[src/rtl/arm_scoreboard_hazard.sv]
// Scoreboard hazard/forwarding unit beside ID: per-register write countdowns.
// Define HAZARD_FWD_EN to compile in the EXE forwarding path.
module arm_scoreboard_hazard #(
  parameter int NREG        = 16,
  parameter int DEPTH       = 3,
  parameter int CNT_W       = 3,
  parameter int STALL_CNT_W = 16,
  localparam int REG_W      = $clog2(NREG)
) (
  input  logic                   clk,
  input  logic                   rst,
  input  logic                   freeze,
  input  logic                   flush,
  input  logic                   id_valid,
  input  logic [REG_W-1:0]       id_src1,
  input  logic [REG_W-1:0]       id_src2,
  input  logic                   id_two_src,
  input  logic                   id_wb_en,
  input  logic                   id_mem_read,
  input  logic [REG_W-1:0]       id_dest,
  output logic                   hazard,
  output logic [CNT_W-1:0]       fwd_sel1,
  output logic [CNT_W-1:0]       fwd_sel2,
  output logic [NREG-1:0]        busy_mask,
  output logic [STALL_CNT_W-1:0] stall_count
);

  localparam logic [CNT_W-1:0] CNT_TOP = CNT_W'(DEPTH);
  localparam logic [CNT_W-1:0] CNT_TWO = CNT_W'(2);
  localparam logic [CNT_W-1:0] CNT_ONE = CNT_W'(1);

  logic [CNT_W-1:0] cnt [NREG];
  logic             ld  [NREG];

  logic [CNT_W-1:0] c1;
  logic [CNT_W-1:0] c2;
  logic             h1;
  logic             h2;
  logic             issue;
  logic             stall_full;

  assign c1 = cnt[id_src1];
  assign c2 = cnt[id_src2];

`ifdef HAZARD_FWD_EN
  logic l1;
  logic l2;

  assign l1 = ld[id_src1];
  assign l2 = ld[id_src2];
  // Only a load still in EXE cannot be forwarded.
  assign h1 = l1 & (c1 == CNT_TOP);
  assign h2 = l2 & (c2 == CNT_TOP);
  assign fwd_sel1 = (c1 >= CNT_TWO && !h1) ? c1 : '0;
  assign fwd_sel2 = (c2 >= CNT_TWO && !h2) ? c2 : '0;
`else
  assign h1 = c1 >= CNT_TWO;
  assign h2 = c2 >= CNT_TWO;
  assign fwd_sel1 = '0;
  assign fwd_sel2 = '0;
`endif

  assign hazard = id_valid & ~flush & (h1 | (id_two_src & h2));
  assign issue  = id_valid & ~hazard & ~flush & ~freeze;
  assign stall_full = &stall_count;

  always_comb begin
    busy_mask = '0;
    for (int r = 0; r < NREG; r++) begin
      busy_mask[r] = cnt[r] != '0;
    end
  end

  always_ff @(posedge clk or negedge rst) begin
    if (!rst) begin
      for (int r = 0; r < NREG; r++) begin
        cnt[r] <= '0;
        ld[r]  <= 1'b0;
      end
      stall_count <= '0;
    end else if (!freeze) begin
      for (int r = 0; r < NREG; r++) begin
        // A new producer overrides any older one on the same register.
        if (issue && id_wb_en && id_dest == REG_W'(r)) begin
          cnt[r] <= CNT_TOP;
          ld[r]  <= id_mem_read;
        end else if (cnt[r] != '0) begin
          cnt[r] <= cnt[r] - CNT_ONE;
          ld[r]  <= ld[r] & (cnt[r] != CNT_ONE);
        end
      end
      if (hazard && !stall_full) begin
        stall_count <= stall_count + 1'b1;
      end
    end
  end

endmodule

[config.mk]
export PLATFORM = sky130hd
export DESIGN_NAME = arm_scoreboard_hazard
export DESIGN_NICKNAME = d
export VERILOG_FILES = /design/src/rtl/arm_scoreboard_hazard.sv
export SDC_FILE = /design/constraint.sdc
export NUM_CORES = 1
export LEC_CHECK = 0
export CAP_MARGIN = 15
export CORE_MARGIN = 10
export CORE_UTILIZATION = 46
export DETAILED_ROUTE_END_ITERATION = 7
export GPL_TIMING_DRIVEN = 1
export PLACE_DENSITY = 0.69
export SYNTH_ARGS = -nofsm -noshare
export SYNTH_HDL_FRONTEND = slang
export SYNTH_SLANG_ARGS = --single-unit
export TNS_END_PERCENT = 10
[constraint.sdc]
create_clock -name clk -period 5.5 [get_ports clk]
set_clock_uncertainty 0.2 [all_clocks]
set_input_delay 0.825 -clock clk [delete_from_list [all_inputs] [get_ports clk]]
set_output_delay 0.825 -clock clk [all_outputs]
set_load 0.01 [all_outputs]
# After elaboration in Yosys (flattened, before gate mapping)
# Cells that the tools add are included.
# W data, S select, Z words.
dict set report op_classes {
  n_addsub 17
  n_mux 38
  bitwise_logic 12
  n_reduce_logical 70
  n_lt_le_gt_ge 4
  n_eq_ne 15
}
# cell count
set ops {}
lappend ops {{$mux W3} 36}
lappend ops {{$reduce_bool A3 Y1} 16}
lappend ops {{$sub A3 B1 Y3 const B} 16}
lappend ops {{$reduce_and A2 Y1} 17}
lappend ops {{$eq A4 B4 Y1 const B} 8}
lappend ops {{$reduce_bool A2 Y1} 16}
lappend ops {{$bmux W3 S4} 2}
lappend ops {{$logic_and A1 B1 Y1} 18}
lappend ops {{$add A16 B1 Y16 const B} 1}
lappend ops {{$eq A4 B3 Y1 const B} 4}
lappend ops {{$reduce_and A16 Y1} 1}
lappend ops {{$ge A5 B5 Y1 const B} 2}
lappend ops {{$not A4 Y5} 2}
lappend ops {{$eq A4 B2 Y1 const B} 2}
lappend ops {{$and A1 B1 Y1} 6}
lappend ops {{$ge A3 B2 Y1 const B} 2}
lappend ops {{$eq A4 B1 Y1 const B} 1}
lappend ops {{$logic_not A4 Y1} 1}
lappend ops {{$not A1 Y1} 3}
lappend ops {{$logic_not A1 Y1} 1}
lappend ops {{$or A1 B1 Y1} 1}
dict set report word_totals {
  in_bits 20
  reg_bits 64
  out_inout_bits 39
  elab_cells 173
}

# Depth between registers and ports, before layout
dict set report logic_depth {
  ltp_word 16
  mapped_depth 9
  mapped_depth_nobuf 7
}

# Worst setup path before layout
# Ideal clock, no wire load.
dict set report synth_timing {
  kind {input to output}
  from {in id_src1[0]}
  to {out hazard}
  t_required_ns 4.475
  arrival_ns 2.528
  path_stages 8
  path_slack_ns 1.947
  path_cell_list {buf_6 > inv_4 > mux4_2 > or3_1 > and4_4 > buf_6 > buf_1 > a21oi_1}
}
dict set report synth_between {
  elab_chain_cells 7
}
# item line_no
set synth_rtl {}
lappend synth_rtl {{from (decl)} 15} ;# input logic [REG_W-1:0] id_src1,
lappend synth_rtl {{$not A4 Y5 (implied by the code)} 42} ;# assign c1 = cnt[id_src1];
lappend synth_rtl {{$bmux W3 S4} 42}
lappend synth_rtl {{$mux W3 (implied by the code) (2 in a row)} 42}
lappend synth_rtl {{$ge A3 B2 Y1} 57} ;# assign h1 = c1 >= CNT_TWO;
lappend synth_rtl {{$or A1 B1 Y1} 63} ;# assign hazard = id_valid & ~flush & (h1 | (id_two_src & h2));
lappend synth_rtl {{$and A1 B1 Y1} 63}
lappend synth_rtl {{to (decl)} 21} ;# output logic hazard,
# No other way between the ends. The select of a mux whose other input is x is not followed.

# Worst setup path in the final report
# Ends and elaborated chain as after synthesis.

==> run metrics <==
outcome=completed; main flop type after synthesis=sky130_fd_sc_hd__dfrtp_1; count of inserted antenna diode cells=0; switching power share of the total=~37%; # setup viols final=0; Synth area leaders=sky130_fd_sc_hd__dfrtp_1 (39%), sky130_fd_sc_hd__ha_1 (10%), sky130_fd_sc_hd__inv_1 (6.2%); worst min path class=reg2reg; LEAKAGE=2.29 nW; remaining global-route overflow=0; clock latency on the worst-skew pair=0.34 ns; post-CTS setup buffers=0; CTS Hold Buffers Added=0; wire length of the first global-routing pass=about 15 mm; startpoint types=primary input; pin count of the biggest net entering global routing=65; fillcell total=~810; Top-Level Pins=59; clock-pin slew reported for the worst setup and hold paths after clock tree synthesis=roughly 0.070 ns; clock group share of total power=approximately a fifth; number of clock sinks=64; setup repair after global routing missed its margin=no; area of placed instances=4620 sq um; row cnt=34; fraction of registers with async set or reset after synthesis=100%; critical path data arrival time=approximately 3.5 ns; layout cell share with drive strength beyond 1=under 10%; Seq/Total Area, Yosys=between 30% and 40%; vias=around 3300; fmax=around 220 MHz; Iteration-0 DRC Markers=176; initial antenna violation count=0; number of synthesized register bits=between 60 and 70; Worst Setup End Kind=output port; endpoints failing hold=0; max-capacitance violation count=0; post-route clock period utilization=between 80 and 90%; Die Width=114 microns; final wirelength=between 9 and 10 mm; actual slew at the worst max-slew pin=around 0.86 ns; count of unique library cells instantiated by Yosys=45; total core area=8640 sq um; Mapped Avg Cell Area=just under 9 sq um; buffer levels on the longest clock path=2; Setup Total Neg Slack=0 ns; synthesized instance count=approximately 460; Final Net Count=between 500 and 600; power per cell area=roughly 460 nW/um^2; Resized Gates After CTS=0; final instance area=between 4000 and 5000 sq um; placed wire-length estimate after detailed placement=6.74 mm; maximum fanout along the worst path=29; post-DR vias/cell=5.29; final core occ=a little under three fifths; Synth top area share=39.4%; cell type with the highest aggregate area in the netlist=sky130_fd_sc_hd__dfrtp_1; data required time at the worst endpoint=between 4 and 5 ns; synthesis warning total=0; routed wire length per instance=around 15 microns; number of remaining DRC errors=0; TritonCTS clock tree=yes; number of buffers inserted during clock tree synthesis=9; netlist area before placement=a little over 4000 sq um; number of H-tree branching levels=3; portion of total power attributed to sequential cells=between 30% and 40%; chip height=114 microns; antenna violation net count after detailed routing=0; final period demand of the worst path=4.56 ns; Logic pwr share=approximately two fifths; area grow syn2layout=19.1%; slew margin rel.=a little over two fifths; IO buf count=51; Root Driver=sky130_fd_sc_hd__clkbuf_8; Initial DRT Pass Iterations=4; starting density of the core=between 40% and 50%; switching power summed over all nets=approximately 0.8 mW; type of the worst setup path=in2out; total die area=~13000 sq um; GRT Total Usage=between 10 and 15%; peak ir drop on the vdd network=~0.24 mV; global placement routability congestion=about 0.84; number of flops mapped to enable cells by yosys=0; cell internal power dissipation=1.39 mW; tightest hold margin=about 0.29 ns; vias in the first global route=3290; Final Slew Violations=0
## routing by layer
layer | up-vias | track usage, % | part of all wire (%) | routed length [microns]
met4 | 0 | 4.59 | 1.5 | 133
li1 | 1612 | - | - | -
met5 | - | 0 | 0 | 0
met3 | 17 | 4.41 | 6.5 | 589
met1 | 1563 | 18.0 | 45 | 4130
met2 | 85 | 23.4 | 47 | 4230
## state kept, by name, summed over array words and instances (netlist names)
name and flops:
cnt 48, stall_count 16
## logic make-up (layout without fill, tap and decap cells)
kind of cell	count (synthesis)	count (layout)	share of synthesized area (%)
adders and majority gates	33	33	10.2
buffers and inverters	88	137	9.40
muxes	6	6	3.05
other	1	6	0.0924
and+or+nand+nor	158	158	18.4
AOI/OAI and AO/OA	76	76	12.7
DFF	64	64	39.4
xor gates and xnor gates	31	31	6.69
## cell usage after synthesis, types with 2 or more instances
cell type                   number
sky130_fd_sc_hd__inv_1          67
sky130_fd_sc_hd__dfrtp_1        64
sky130_fd_sc_hd__nor2_1         53
sky130_fd_sc_hd__nand2_1        46
sky130_fd_sc_hd__ha_1           33
sky130_fd_sc_hd__o21ai_0        30
sky130_fd_sc_hd__a21oi_1        18
sky130_fd_sc_hd__xnor2_1        18
sky130_fd_sc_hd__nand4_1        15
sky130_fd_sc_hd__xor2_1         13
sky130_fd_sc_hd__nand3_1        12
sky130_fd_sc_hd__a211oi_2        8
sky130_fd_sc_hd__and2_1          8
sky130_fd_sc_hd__buf_4           6
sky130_fd_sc_hd__and3_1          5
sky130_fd_sc_hd__clkbuf_1        5
sky130_fd_sc_hd__mux4_2          5
sky130_fd_sc_hd__o21a_1          5
sky130_fd_sc_hd__a2111oi_2       3
sky130_fd_sc_hd__a211oi_1        3
sky130_fd_sc_hd__a21o_1          3
sky130_fd_sc_hd__buf_1           3
sky130_fd_sc_hd__buf_2           3
sky130_fd_sc_hd__buf_6           3
sky130_fd_sc_hd__a31oi_1         2
sky130_fd_sc_hd__nand3b_1        2
sky130_fd_sc_hd__nor3_1          2
sky130_fd_sc_hd__nor3b_1         2
sky130_fd_sc_hd__nor4_1          2
sky130_fd_sc_hd__nor4b_1         2
sky130_fd_sc_hd__or2_2           2
## worst paths after layout
kind                                              from                     endpoint  slack [ns]  cells after the start
max reg2reg                        cnt[14]$_DFFE_PN0P_          cnt[44]$_DFFE_PN0P_        2.75                      7
min                        stall_count[12]$_DFFE_PN0P_  stall_count[12]$_DFFE_PN0P_        0.29                      1
max                                         id_src1[0]                       hazard        0.94                      6
min reg2reg                stall_count[12]$_DFFE_PN0P_  stall_count[12]$_DFFE_PN0P_        0.29                      1
max in group asynchronous                          rst           cnt[7]$_DFFE_PN0P_        4.09                      2
min in group asynchronous                          rst          cnt[42]$_DFFE_PN0P_        0.45                      2
## area by class of cell
type | count | area (sq um) | share of cell area [%]
Tap cell | 108 | 135 | 2.80
Clock buffer | 14 | 183 | 3.78
Clock inverter | 2 | 35.0 | 0.725
Multi-Input combinational cell | 310 | 2100 | 43.5
Inverter | 68 | 258 | 5.33
Timing Repair Buffer | 53 | 520 | 10.8
Sequential cell | 64 | 1600 | 33.1
## stage by stage
step / cells / setup WS, ns / power (mW)
4_1_cts: 619 / 0.959 / 2.24
3_5_place_dp: 603 / 0.978 / 1.78
3_3_place_gp: 603 / 1.01 / 1.73
2_1_floorplan: 462 / 1.95 / 1.48
5_1_grt: 619 / 0.817 / 2.43
6_report: 619 / 0.943 / 2.21
## cell usage in the layout, fill, tap and decap left out, types with 2 or more instances in the layout
cell	Yosys	routed
sky130_fd_sc_hd__inv_1	67	67
sky130_fd_sc_hd__dfrtp_1	64	64
sky130_fd_sc_hd__nor2_1	53	53
sky130_fd_sc_hd__clkdlybuf4s50_1	0	50
sky130_fd_sc_hd__nand2_1	46	46
sky130_fd_sc_hd__ha_1	33	33
sky130_fd_sc_hd__o21ai_0	30	30
sky130_fd_sc_hd__a21oi_1	18	18
sky130_fd_sc_hd__xnor2_1	18	18
sky130_fd_sc_hd__nand4_1	15	15
sky130_fd_sc_hd__xor2_1	13	13
sky130_fd_sc_hd__clkbuf_8	0	13
sky130_fd_sc_hd__nand3_1	12	12
sky130_fd_sc_hd__and2_1	8	8
sky130_fd_sc_hd__a211oi_2	8	8
sky130_fd_sc_hd__conb_1	1	6
sky130_fd_sc_hd__mux4_2	5	5
sky130_fd_sc_hd__and3_1	5	5
sky130_fd_sc_hd__o21a_1	5	5
sky130_fd_sc_hd__a21o_1	3	3
sky130_fd_sc_hd__a2111oi_2	3	3
sky130_fd_sc_hd__a211oi_1	3	3
sky130_fd_sc_hd__nand3b_1	2	2
sky130_fd_sc_hd__nor3b_1	2	2
sky130_fd_sc_hd__nor3_1	2	2
sky130_fd_sc_hd__nor4_1	2	2
sky130_fd_sc_hd__a31oi_1	2	2
sky130_fd_sc_hd__nor4b_1	2	2
sky130_fd_sc_hd__or2_2	2	2
sky130_fd_sc_hd__buf_4	6	2
## critical path: stages
cell and delay (ns):
sky130_fd_sc_hd__clkdlybuf4s50_1 0.68, sky130_fd_sc_hd__mux4_2 0.55, sky130_fd_sc_hd__or3b_1 0.36, sky130_fd_sc_hd__and4_4 0.31
sky130_fd_sc_hd__a21oi_1 0.22, sky130_fd_sc_hd__clkdlybuf4s50_1 0.57
## power by group through the flow
| stage | Clock [mW] | Combinational [mW] | Sequential (mW) |
|---|---|---|---|
| 2_1_floorplan | 0 | 0.666 | 0.818 |
| 3_3_place_gp | 0 | 0.892 | 0.840 |
| 3_5_place_dp | 0 | 0.937 | 0.846 |
| 4_1_cts | 0.450 | 0.947 | 0.840 |
| 5_1_grt | 0.469 | 1.09 | 0.871 |
| 6_report | 0.440 | 0.926 | 0.840 |
(Power assumes the default switching activity.)
